## config.mk

```make
export PLATFORM = sky130hd
export DESIGN_NAME = bram_frame_streamer
export DESIGN_NICKNAME = d
export VERILOG_FILES = /design/src/rtl/bram_frame_streamer.sv
export SDC_FILE = /design/constraint.sdc
export NUM_CORES = 1
export LEC_CHECK = 0
export BUFFER_PORTS_ARGS = -buffer_cell sky130_fd_sc_hd__buf_4
export CAP_MARGIN = 20
export CORE_UTILIZATION = 35
export DETAILED_ROUTE_END_ITERATION = 8
export HOLD_SLACK_MARGIN = 0.02
export PLACE_DENSITY = 0.57
export SETUP_SLACK_MARGIN = 0.2
export SLEW_MARGIN = 20
export SYNTH_ARGS = -nofsm -noshare
export SYNTH_HDL_FRONTEND = slang
export SYNTH_SLANG_ARGS = --single-unit
```

## constraint.sdc

```tcl
create_clock -name clk -period 4 [get_ports clk]
set_input_delay 1.2 -clock clk [delete_from_list [all_inputs] [get_ports clk]]
set_output_delay 1.2 -clock clk [all_outputs]
set_load 0.05 [all_outputs]
```

## src/rtl/bram_frame_streamer.sv

```systemverilog
// Streams one frame of pixels out of a synchronous-read BRAM into a ready/valid sink.
// Reads are throttled so the 2-entry output FIFO can never overflow.
module bram_frame_streamer #(
  parameter int n      = 13,
  parameter int w      = 16,
  parameter int PIXELS = 6144
) (
  input  logic         clk,
  input  logic         clear,
  input  logic         start,
  output logic [n-1:0] addr,
  output logic         read_write,
  input  logic [w-1:0] bram_data,
  output logic [w-1:0] pix_data,
  output logic         pix_valid,
  input  logic         pix_ready,
  output logic         pix_last,
  output logic         busy,
  output logic         done
);
  localparam logic [n-1:0] LAST_ADDR = n'(PIXELS - 1);

  typedef enum logic [1:0] {IDLE, FETCH, DRAIN} state_t;

  state_t       state_reg, state_next;
  logic [n-1:0] addr_reg, addr_next;
  logic         done_reg, done_next;
  logic         inflight_reg, inflight_last_reg;
  logic [w-1:0] fifo_data_reg [2];
  logic         fifo_last_reg [2];
  logic         wr_ptr_reg, rd_ptr_reg;
  logic [1:0]   count_reg;

  logic         pop, push, issue;
  logic [2:0]   occupancy;

  assign pix_valid = (count_reg != 2'd0);
  assign pop       = pix_valid & pix_ready;
  assign push      = inflight_reg;
  // Words already owned by the FIFO after this edge, counting the read still in flight.
  assign occupancy = {1'b0, count_reg} + {2'b00, inflight_reg} - {2'b00, pop};

  always_comb begin
    state_next = state_reg;
    addr_next  = addr_reg;
    done_next  = 1'b0;
    issue      = 1'b0;
    case (state_reg)
      IDLE: begin
        addr_next = '0;
        if (start) state_next = FETCH;
      end
      FETCH: begin
        if (occupancy < 3'd2) begin
          issue = 1'b1;
          if (addr_reg == LAST_ADDR) state_next = DRAIN;
          else                       addr_next  = addr_reg + 1'b1;
        end
      end
      DRAIN: begin
        if ((pop && pix_last) || (count_reg == 2'd0 && !inflight_reg)) begin
          state_next = IDLE;
          addr_next  = '0;
          done_next  = 1'b1;
        end
      end
      default: state_next = IDLE;
    endcase
  end

  always_ff @(posedge clk) begin
    if (clear) begin
      state_reg         <= IDLE;
      addr_reg          <= '0;
      done_reg          <= 1'b0;
      inflight_reg      <= 1'b0;
      inflight_last_reg <= 1'b0;
      wr_ptr_reg        <= 1'b0;
      rd_ptr_reg        <= 1'b0;
      count_reg         <= 2'd0;
    end else begin
      state_reg         <= state_next;
      addr_reg          <= addr_next;
      done_reg          <= done_next;
      inflight_reg      <= issue;
      inflight_last_reg <= issue && (addr_reg == LAST_ADDR);
      if (push) wr_ptr_reg <= ~wr_ptr_reg;
      if (pop)  rd_ptr_reg <= ~rd_ptr_reg;
      count_reg <= count_reg + {1'b0, push} - {1'b0, pop};
    end
  end

  genvar gi;
  generate
    for (gi = 0; gi < 2; gi++) begin : g_fifo
      always_ff @(posedge clk) begin
        if (clear) begin
          fifo_data_reg[gi] <= '0;
          fifo_last_reg[gi] <= 1'b0;
        end else if (push && wr_ptr_reg == 1'(gi)) begin
          fifo_data_reg[gi] <= bram_data;
          fifo_last_reg[gi] <= inflight_last_reg;
        end
      end
    end
  endgenerate

  assign pix_data   = pix_valid ? fifo_data_reg[rd_ptr_reg] : '0;
  assign pix_last   = pix_valid & fifo_last_reg[rd_ptr_reg];
  assign addr       = addr_reg;
  assign busy       = (state_reg != IDLE);
  assign done       = done_reg;
  assign read_write = 1'b0;
endmodule

```

==> impl_metrics.json, run 1 <==
{
  "cts.sinks": 57,
  "postCtsSetupRepairBufs": 0,
  "netlist_top_cells_area": "edfxtp_1 (36%), dfxtp_1 (16%), and2_1 (7.8%)",
  "synthTopCellsByCount": "and2_1 (36), edfxtp_1 (34), nor2_1 (25)",
  "antenna_cells": 0,
  "synthesis.nets": 284,
  "clk_latency_ns": 0.34,
  "die-area_sq_um": 8580,
  "wl_per_cell_um": 14.5,
  "cts_buffer_depth": 2,
  "grt_setup_unrepaired": "false",
  "area_growth_pct": 23.6,
  "io_pins": 54,
  "grt-ovfl-total": 0,
  "cts.hold.buffers_added": 0,
  "ys.flop_type": "edfxtp_1",
  "critPathLaunchType": "input port",
  "die_w_um": 92.6,
  "design_area_sq_um": 3550,
  "crit_fanout": 10,
  "grt_usage": 0.150,
  "cp_slowest_stage_delay_ns": 0.48,
  "drtIter0Drc": 123,
  "avgSynthCellArea_sq_um": 11.1,
  "status": "completed",
  "antenna_found_initial": 0,
  "async_reset_ff_frac": 0,
  "setup_viol": 0,
  "cpMostUsedCell": "ha_1",
  "min_period_ns": 3.15,
  "finalWorstSetupSlack_ns": 0.853,
  "netlist_area_sq_um": 2870,
  "via_per_inst": 5.05,
  "nets": 333,
  "crit_path_cell_trace": "buf_4 > and2_1 > ha_1 > inv_1 > ha_1 > fa_1 > xor2_2 > a21oi_2 > nor3_4 > o311ai_2",
  "worst_pin_slew_ns": 0.954,
  "cpLargestDelayFamily": "adder cells",
  "synth_edf_count": 34,
  "crit_type": "input port to register",
  "clock_skew_ns": 0.00968,
  "root_buffer": "clkbuf_8",
  "max-slew-margin-rel": 0.361,
  "max_freq_mhz": 318,
  "die_h_um": 92.6,
  "powerDensity_nw_per_um2": 583,
  "place_ws_ns": 0.500,
  "largest_reg_flops": 32,
  "firstDrtPassIters": 4,
  "dp_hpwl_um": 3980,
  "start_util": 0.366,
  "rows": 32,
  "synth.distinct_cells": 54,
  "port_buffers": 52,
  "critPathBufInv": 2,
  "worstPathRequired_ns": 4.25,
  "clk_pin_slew_ns": 0.07,
  "finalSetupTns_ns": 0,
  "synthCells": 260,
  "drive_gt1_frac": 0.277,
  "critPathCaptureType": "register",
  "crit_path_top_delay_cell": "a21oi_2",
  "gp_congestion": 0.812,
  "drv_cap": 0,
  "route.vias.total": 2100,
  "grt_pass1_vias": 2030,
  "core_sq_um": 7850,
  "place_area_sq_um": 3330,
  "seq_area_frac_synth": 0.515,
  "finalCritPeriodShare": 0.787,
  "ys_warn_count": 0,
  "synth_top_area_frac": 0.355,
  "grt_pass1_wl_um": 9760,
  "maxSlewViolCount": 0,
  "grt_max_degree": 19,
  "crit_arrival_ns": 3.40,
  "ant_nets": 0,
  "htreeDepth": 3,
  "worstHoldPathType": "register to register",
  "cts_buffers": 9,
  "post_cts_resize_count": 0,
  "synth_most_common_cell": "and2_1",
  "yosysTopAreaCell": "edfxtp_1",
  "vdd_ir_drop_max_mv": 0.230,
  "p_leak_nw": 1.38,
  "hold_violations": 0,
  "wl_um": 6020,
  "drc": 0,
  "ys_seq_elements": 57,
  "cts_tree": "yes"
}
[cells by family (layout without fill, tap and decap cells)]
family / Yosys count / count (layout) / share of synthesized area
simple gates: 115 / 115 / 0.235
flops: 57 / 57 / 0.515
compound gates: 31 / 31 / 0.0966
buf+inv: 28 / 82 / 0.0453
mux: 20 / 20 / 0.0714
fa+ha+maj: 4 / 4 / 0.0200
xor+xnor: 4 / 4 / 0.0148
other cells: 1 / 1 / 0.00130
[layout make-up]
class	instances	area, sq um
Clock buffer	9	124
Clock inverter	7	103
Fill cell	746	4300
Inverter	12	45.0
Multi-Input combinational cell	175	1270
Sequential cell	57	1480
Tap cell	102	128
Timing Repair Buffer	54	405
[metal layers]
layer	up-vias	share of wire	track usage
li1	1038	-	-
met4	0	0.019	0.0744
met2	54	0.47	0.244
met5	-	0	0
met3	10	0.049	0.0378
met1	998	0.46	0.185
[metrics by stage]
stage	hold WS [ns]	instances	utilization	total power (W)
6_report	0.493	416	0.453	0.00207
5_1_grt	0.516	416	0.453	0.00218
4_1_cts	0.495	416	0.453	0.00209
3_5_place_dp	0.475	400	0.424	0.00148
3_3_place_gp	0.469	400	0.424	0.00147
2_1_floorplan	0.481	260	-	0.00129
[tightest hold or removal path, stage by stage (launching register included)]
cell and delay, ns:
dfxtp_1 0.34, nand2_1 0.06, mux2i_1 0.05
[where the power goes]
part	internal [W]	switching, W	leakage [nW]
sequential	0.000691	0.0000484	0.540
clock	0.000357	0.000258	0.110
combinational	0.000235	0.000482	0.733
[final timing paths]
path / end / from / slack (ns) / cells after the start
worst min-delay path: addr[1] / addr[1] / 0.49 / 2
worst max-delay path: addr[10] / pix_ready / 0.85 / 10
worst max register to register: addr[10] / count_reg[1] / 1.15 / 11
worst min register to register: addr[1] / addr[1] / 0.49 / 2
[layout by cell type (no fill, tap or decap), types with 4 or more instances in the layout]
cell type  count
buf_4         54
and2_1        36
edfxtp_1      34
nor2_1        25
dfxtp_1       23
mux2i_1       19
nand2_1        9
nand3_1        9
clkbuf_8       9
inv_1          8
nor2b_1        6
nand4_1        6
o41ai_1        5
inv_2          4
and3_1         4
and4_1         4
a31oi_1        4
Note: power is estimated with default switching activity, not from simulation.
==> inputs of run 2 (changes only) <==
ABC_AREA = 1   (was default)
PLACE_DENSITY = 0.59   (was 0.57)
clock period = 2.5 ns   (was 4 ns; I/O delays follow)
==> impl_metrics.json, run 2 <==
{
  "finalWorstSetupSlack_ns": -0.0295,
  "drc": 0,
  "clk_latency_ns": 0.33,
  "final_cell_count_no_fill": 523,
  "ys_warn_count": 0,
  "port_buffers": 52,
  "seq_area_frac_synth": 0.533,
  "via_per_inst": 4.63,
  "grt-ovfl-total": 0,
  "yosysTopAreaCell": "edfxtp_1",
  "drv_cap": 0,
  "powerDensity_nw_per_um2": 1140,
  "cts_tree": "yes",
  "wl_per_cell_um": 12.0,
  "start_util": 0.362,
  "cts.hold.buffers_added": 0,
  "p_leak_nw": 1.67,
  "netlist_top_cells_area": "edfxtp_1 (37%), dfxtp_1 (17%), nand2_1 (11%)",
  "vdd_ir_drop_max_mv": 0.713,
  "cts_buffers": 9,
  "synth-simple-area-share": 0.278,
  "grt_pass1_vias": 2290,
  "synth_top_area_frac": 0.367,
  "die_h_um": 91.1,
  "area_growth_pct": 39.5,
  "crit_type": "input port to register",
  "worstPathRequired_ns": 2.74,
  "dp_hpwl_um": 3940,
  "synth_most_common_cell": "nand2_1",
  "cts_buffer_depth": 2,
  "drive_gt1_frac": 0.333,
  "crit_path_top_delay_cell": "fa_1",
  "largest_reg_flops": 32,
  "holdWs_ns": 0.458,
  "cpLargestDelayFamily": "adder cells",
  "synth_xor_area_frac": 0.00630,
  "wl_um": 6290,
  "antenna_cells": 0,
  "critPathLaunchType": "input port",
  "grt_usage": 0.160,
  "die_w_um": 91.1,
  "synthAdderAreaFrac": 0.0207,
  "status": "finished with violations",
  "antenna_found_initial": 0,
  "firstDrtPassIters": 5,
  "min_period_ns": 2.53,
  "critPathBufInv": 5,
  "place_ws_ns": -0.352,
  "ys.flop_type": "edfxtp_1",
  "netlist_area_sq_um": 2780,
  "mostFrequentLayoutCell": "nand2_1",
  "ant_nets": 0,
  "gp_congestion": 0.834,
  "setup_viol": 10,
  "maxSlewViolCount": 0,
  "worstHoldPathType": "register to register",
  "synth.area.mux_share": 0,
  "synth_top_family_by_area": "simple AND/OR/NAND/NOR gates",
  "io_pins": 54,
  "synthTopCellsByCount": "nand2_1 (85), nor2_1 (71), inv_1 (42)",
  "cts.sinks": 57,
  "ys_seq_elements": 57,
  "avgSynthCellArea_sq_um": 8.06,
  "drtIter0Drc": 68,
  "synth_edf_count": 34,
  "root_buffer": "clkbuf_8",
  "grt_max_degree": 19,
  "crit_fanout": 5,
  "rows": 32,
  "critPathCaptureType": "register",
  "clock_skew_ns": 0.00695,
  "synthCells": 345,
  "finalCritPeriodShare": 1.01,
  "synthesis.nets": 369,
  "synth_compound_area_frac": 0.0729,
  "cp_slowest_stage_delay_ns": 0.47,
  "grt_pass1_wl_um": 10200,
  "clk_pin_slew_ns": 0.07,
  "core_sq_um": 7690,
  "worst_pin_slew_ns": 0.959,
  "final_cell_mix": "nand2_1 (72), nor2_1 (63), buf_4 (62), inv_1 (40), edfxtp_1 (34)",
  "die-area_sq_um": 8300,
  "route.vias.total": 2423,
  "hold_violations": 0,
  "placedCellCount": 499,
  "grt_setup_unrepaired": "true",
  "max-slew-margin-rel": 0.360,
  "async_reset_ff_frac": 0,
  "htreeDepth": 3,
  "max_freq_mhz": 395,
  "nets": 440,
  "synth.distinct_cells": 28,
  "crit_path_cell_trace": "buf_12 > inv_12 > nor2_4 > ha_4 > inv_2 > ha_4 > fa_1 > a21oi_1 > o21ai_1 > nand2_1 > nand2_4 > nor2_4 > buf_6 > clkbuf_16 > nand2_2 > nand2_1 > nor2_1",
  "crit_arrival_ns": 2.76,
  "violations": "setup timing"
}
-- run 2: cell types whose count changed after synthesis, moves of 19 or more --
cell	previous run	this run
inv_1	8	42
a21oi_1	3	29
and2_1	36	0
nor2_1	25	71
nand2_1	9	85
mux2i_1	19	0
-- run 2: path summary, 6_finish.rpt --
kind	start	to	slack [ns]	cells past startpoint
hold / removal	rd_ptr_reg	register	0.46	1
setup / recovery	pix_ready	addr[9]	-0.03	17
setup reg to reg	count_reg[1]	addr[9]	0.04	16
hold reg to reg	rd_ptr_reg	register	0.46	1
-- run 2: cells by family (layout without fill, tap and decap cells) --
group	Yosys count	in the layout
AOI/OAI and AO/OA	40	40
xor gates and xnor gates	2	2
adders and majority gates	4	4
buffers and inverters	56	132
DFF	57	57
other	1	1
and+or+nand+nor	185	185
-- run 2: timing repair --
item	CTS	global route
setup buffers	4	1
pin swaps	7	10
setup endpoints to repair	26	16
cloned	2	1
resized for setup	22	28
-- run 2: worst register-to-register path: stages (launching register included) --
cell	delay, ns
dfxtp_1	0.33
nor2_4	0.13
nor2_4	0.06
ha_4	0.25
inv_2	0.03
ha_4	0.14
fa_1	0.47
a21oi_1	0.12
o21ai_1	0.09
nand2_1	0.11
nand2_4	0.07
nor2_4	0.13
buf_6	0.13
clkbuf_16	0.15
nand2_2	0.05
nand2_1	0.05
nor2_1	0.03
-- run 2: final cells by class --
class / count / area (sq um)
sequential: 57 / 1490
timing repair buffer: 72 / 651
clock inverter: 7 / 71.3
clock buffer: 9 / 124
multi-input combinational: 232 / 1240
fill: 752 / 3810
inverter: 44 / 183
tap: 102 / 128
-- run 2: power breakdown --
part,leakage (nW),internal (W),switching (W),total (W)
logic,1.04,0.000891,0.00138,0.00227
registers,0.541,0.00117,0.000139,0.00131
clock network,0.0929,0.000457,0.000382,0.000839
-- run 2: through the flow --
stage | area (sq um) | TNS [ns] | power (W) | utilization
4_1_cts | 3740 | 0 | 0.00423 | 0.486
5_1_grt | 3880 | -1.23 | 0.00467 | 0.504
2_1_floorplan | 2840 | -1.32 | 0.00255 | -
3_5_place_dp | 3410 | -4.73 | 0.00310 | 0.443
6_report | 3880 | -0.149 | 0.00442 | 0.504
3_3_place_gp | 3410 | -4.54 | 0.00308 | 0.443
-- run 2: routing by layer --
| layer | part of all wire | vias up | wire [um] | GRT usage |
|---|---|---|---|---|
| li1 | - | 1231 | - | - |
| met1 | 0.44 | 1122 | 2780 | 0.182 |
| met2 | 0.50 | 59 | 3170 | 0.278 |
| met3 | 0.043 | 11 | 272 | 0.0486 |
| met4 | 0.011 | 0 | 67 | 0.0635 |
| met5 | 0 | - | 0 | 0 |
==> inputs of run 3 (changes only) <==
CORE_MARGIN = 8   (was default)
==> impl_metrics.json, run 3 (same netlist as run 2, synthesis figures left out) <==
{
  "grt_pass1_wl_um": 11000,
  "cp_slowest_stage_delay_ns": 0.45,
  "max-slew-margin-rel": 0.356,
  "powerDensity_nw_per_um2": 1120,
  "hold_violations": 0,
  "critPathCaptureType": "register",
  "power.internal_w": 0.00241,
  "rows": 32,
  "clock_skew_ns": 0.00867,
  "switching_share": 0.427,
  "cpLargestDelayFamily": "adder cells",
  "wl_per_cell_um": 12.9,
  "cts_tree": "yes",
  "max_freq_mhz": 405,
  "worstHoldPathType": "register to register",
  "worstPathRequired_ns": 2.78,
  "cts_buffers": 9,
  "antenna_cells": 0,
  "p_switching_w": 0.00180,
  "critPathLaunchType": "input port",
  "placedCellCount": 500,
  "status": "completed",
  "drtIter0Drc": 62,
  "place_ws_ns": -0.365,
  "crit_path_cell_trace": "buf_12 > inv_12 > nor2_4 > ha_4 > inv_2 > ha_4 > fa_1 > a21oi_1 > o21ai_1 > nand2_1 > nand2_4 > nor2_4 > clkbuf_16 > nand2_4 > a21oi_2",
  "firstDrtPassIters": 4,
  "cts_buffer_depth": 2,
  "crit_arrival_ns": 2.75,
  "core_sq_um": 7730,
  "ant_nets": 0,
  "io_pins": 54,
  "pwr-share-comb": 0.468,
  "start_util": 0.360,
  "fin_util": 0.485,
  "die_h_um": 105,
  "final_cell_mix": "nand2_1 (74), nor2_1 (68), buf_4 (64), inv_1 (40), edfxtp_1 (34)",
  "grt-ovfl-total": 0,
  "route.vias.total": 2355,
  "nets": 436,
  "p_leak_nw": 1.64,
  "maxSlewViolCount": 0,
  "vdd_ir_drop_max_mv": 0.597,
  "pwr-share-seq": 0.310,
  "via_per_inst": 4.54,
  "min_period_ns": 2.47,
  "htreeDepth": 3,
  "mostFrequentLayoutCell": "nand2_1",
  "dp_hpwl_um": 4480,
  "p_clk_frac": 0.222,
  "critPathBufInv": 4,
  "root_buffer": "clkbuf_8",
  "finalWorstSetupSlack_ns": 0.0286,
  "crit_path_top_delay_cell": "fa_1",
  "worst_pin_slew_ns": 0.966,
  "antenna_found_initial": 0,
  "setup_viol": 0,
  "die_w_um": 105,
  "largest_reg_flops": 32,
  "port_buffers": 52,
  "finalPower_w": 0.00421,
  "wl_um": 6670,
  "fillers": 739,
  "cts.sinks": 57,
  "area_growth_pct": 34.8,
  "gp_congestion": 0.790,
  "drv_cap": 0,
  "finalCritPeriodShare": 0.989,
  "die-area_sq_um": 11100,
  "final_cell_count_no_fill": 519,
  "crit_fanout": 7,
  "drc": 0,
  "crit_type": "input port to register",
  "grt_setup_unrepaired": "true",
  "grt_usage": 0.124,
  "clk_pin_slew_ns": 0.07,
  "drive_gt1_frac": 0.300,
  "grt_pass1_vias": 2311,
  "grt_max_degree": 19,
  "clk_latency_ns": 0.34,
  "finalSetupTns_ns": 0
}
-- run 3: layer usage --
metal / vias up / routed length (um) / global-route usage
li1: 1219 / - / -
met2: 49 / 3210 / 0.214
met3: 7 / 307 / 0.0399
met1: 1080 / 3070 / 0.136
met5: - / 0 / 0
met4: 0 / 87 / 0.0550
-- run 3: final timing paths --
kind,startpoint,end,slack [ns],depth (start not counted)
max,pix_ready,addr[4],0.03,15
min reg2reg,rd_ptr_reg,register,0.44,1
max reg2reg,count_reg[1],addr[4],0.10,14
min,rd_ptr_reg,register,0.44,1
-- run 3: repair_timing --
item                       4_1_cts  5_1_grt
resized for setup               13       17
setup endpoints to repair       32       22
hold endpoints to repair         0        0
hold buffers                     0        0
cloned                           1        0
setup buffers                    2        0
pin swaps                        7        2
-- run 3: metrics by stage --
stage | hold WS [ns] | cell area, sq um
6_report | 0.439 | 3750
2_1_floorplan | 0.426 | 2840
3_5_place_dp | 0.444 | 3400
3_3_place_gp | 0.436 | 3400
4_1_cts | 0.440 | 3690
5_1_grt | 0.480 | 3750
-- run 3: power groups by stage --
stage	registers, W	clock network (W)	logic (W)
floorplan	0.00145	0	0.00110
global placement	0.00131	0	0.00175
detailed placement	0.00132	0	0.00176
CTS	0.00130	0.000949	0.00194
global route	0.00133	0.000994	0.00214
finish	0.00130	0.000935	0.00197
-- run 3: cell type report --
class,instances,area (sq um),area share
Clock buffer,9,124,0.0330
Clock inverter,7,85.1,0.0227
Inverter,44,183,0.0487
Multi-Input combinational cell,232,1190,0.317
Sequential cell,57,1490,0.396
Tap cell,102,128,0.0340
Timing Repair Buffer,68,557,0.149
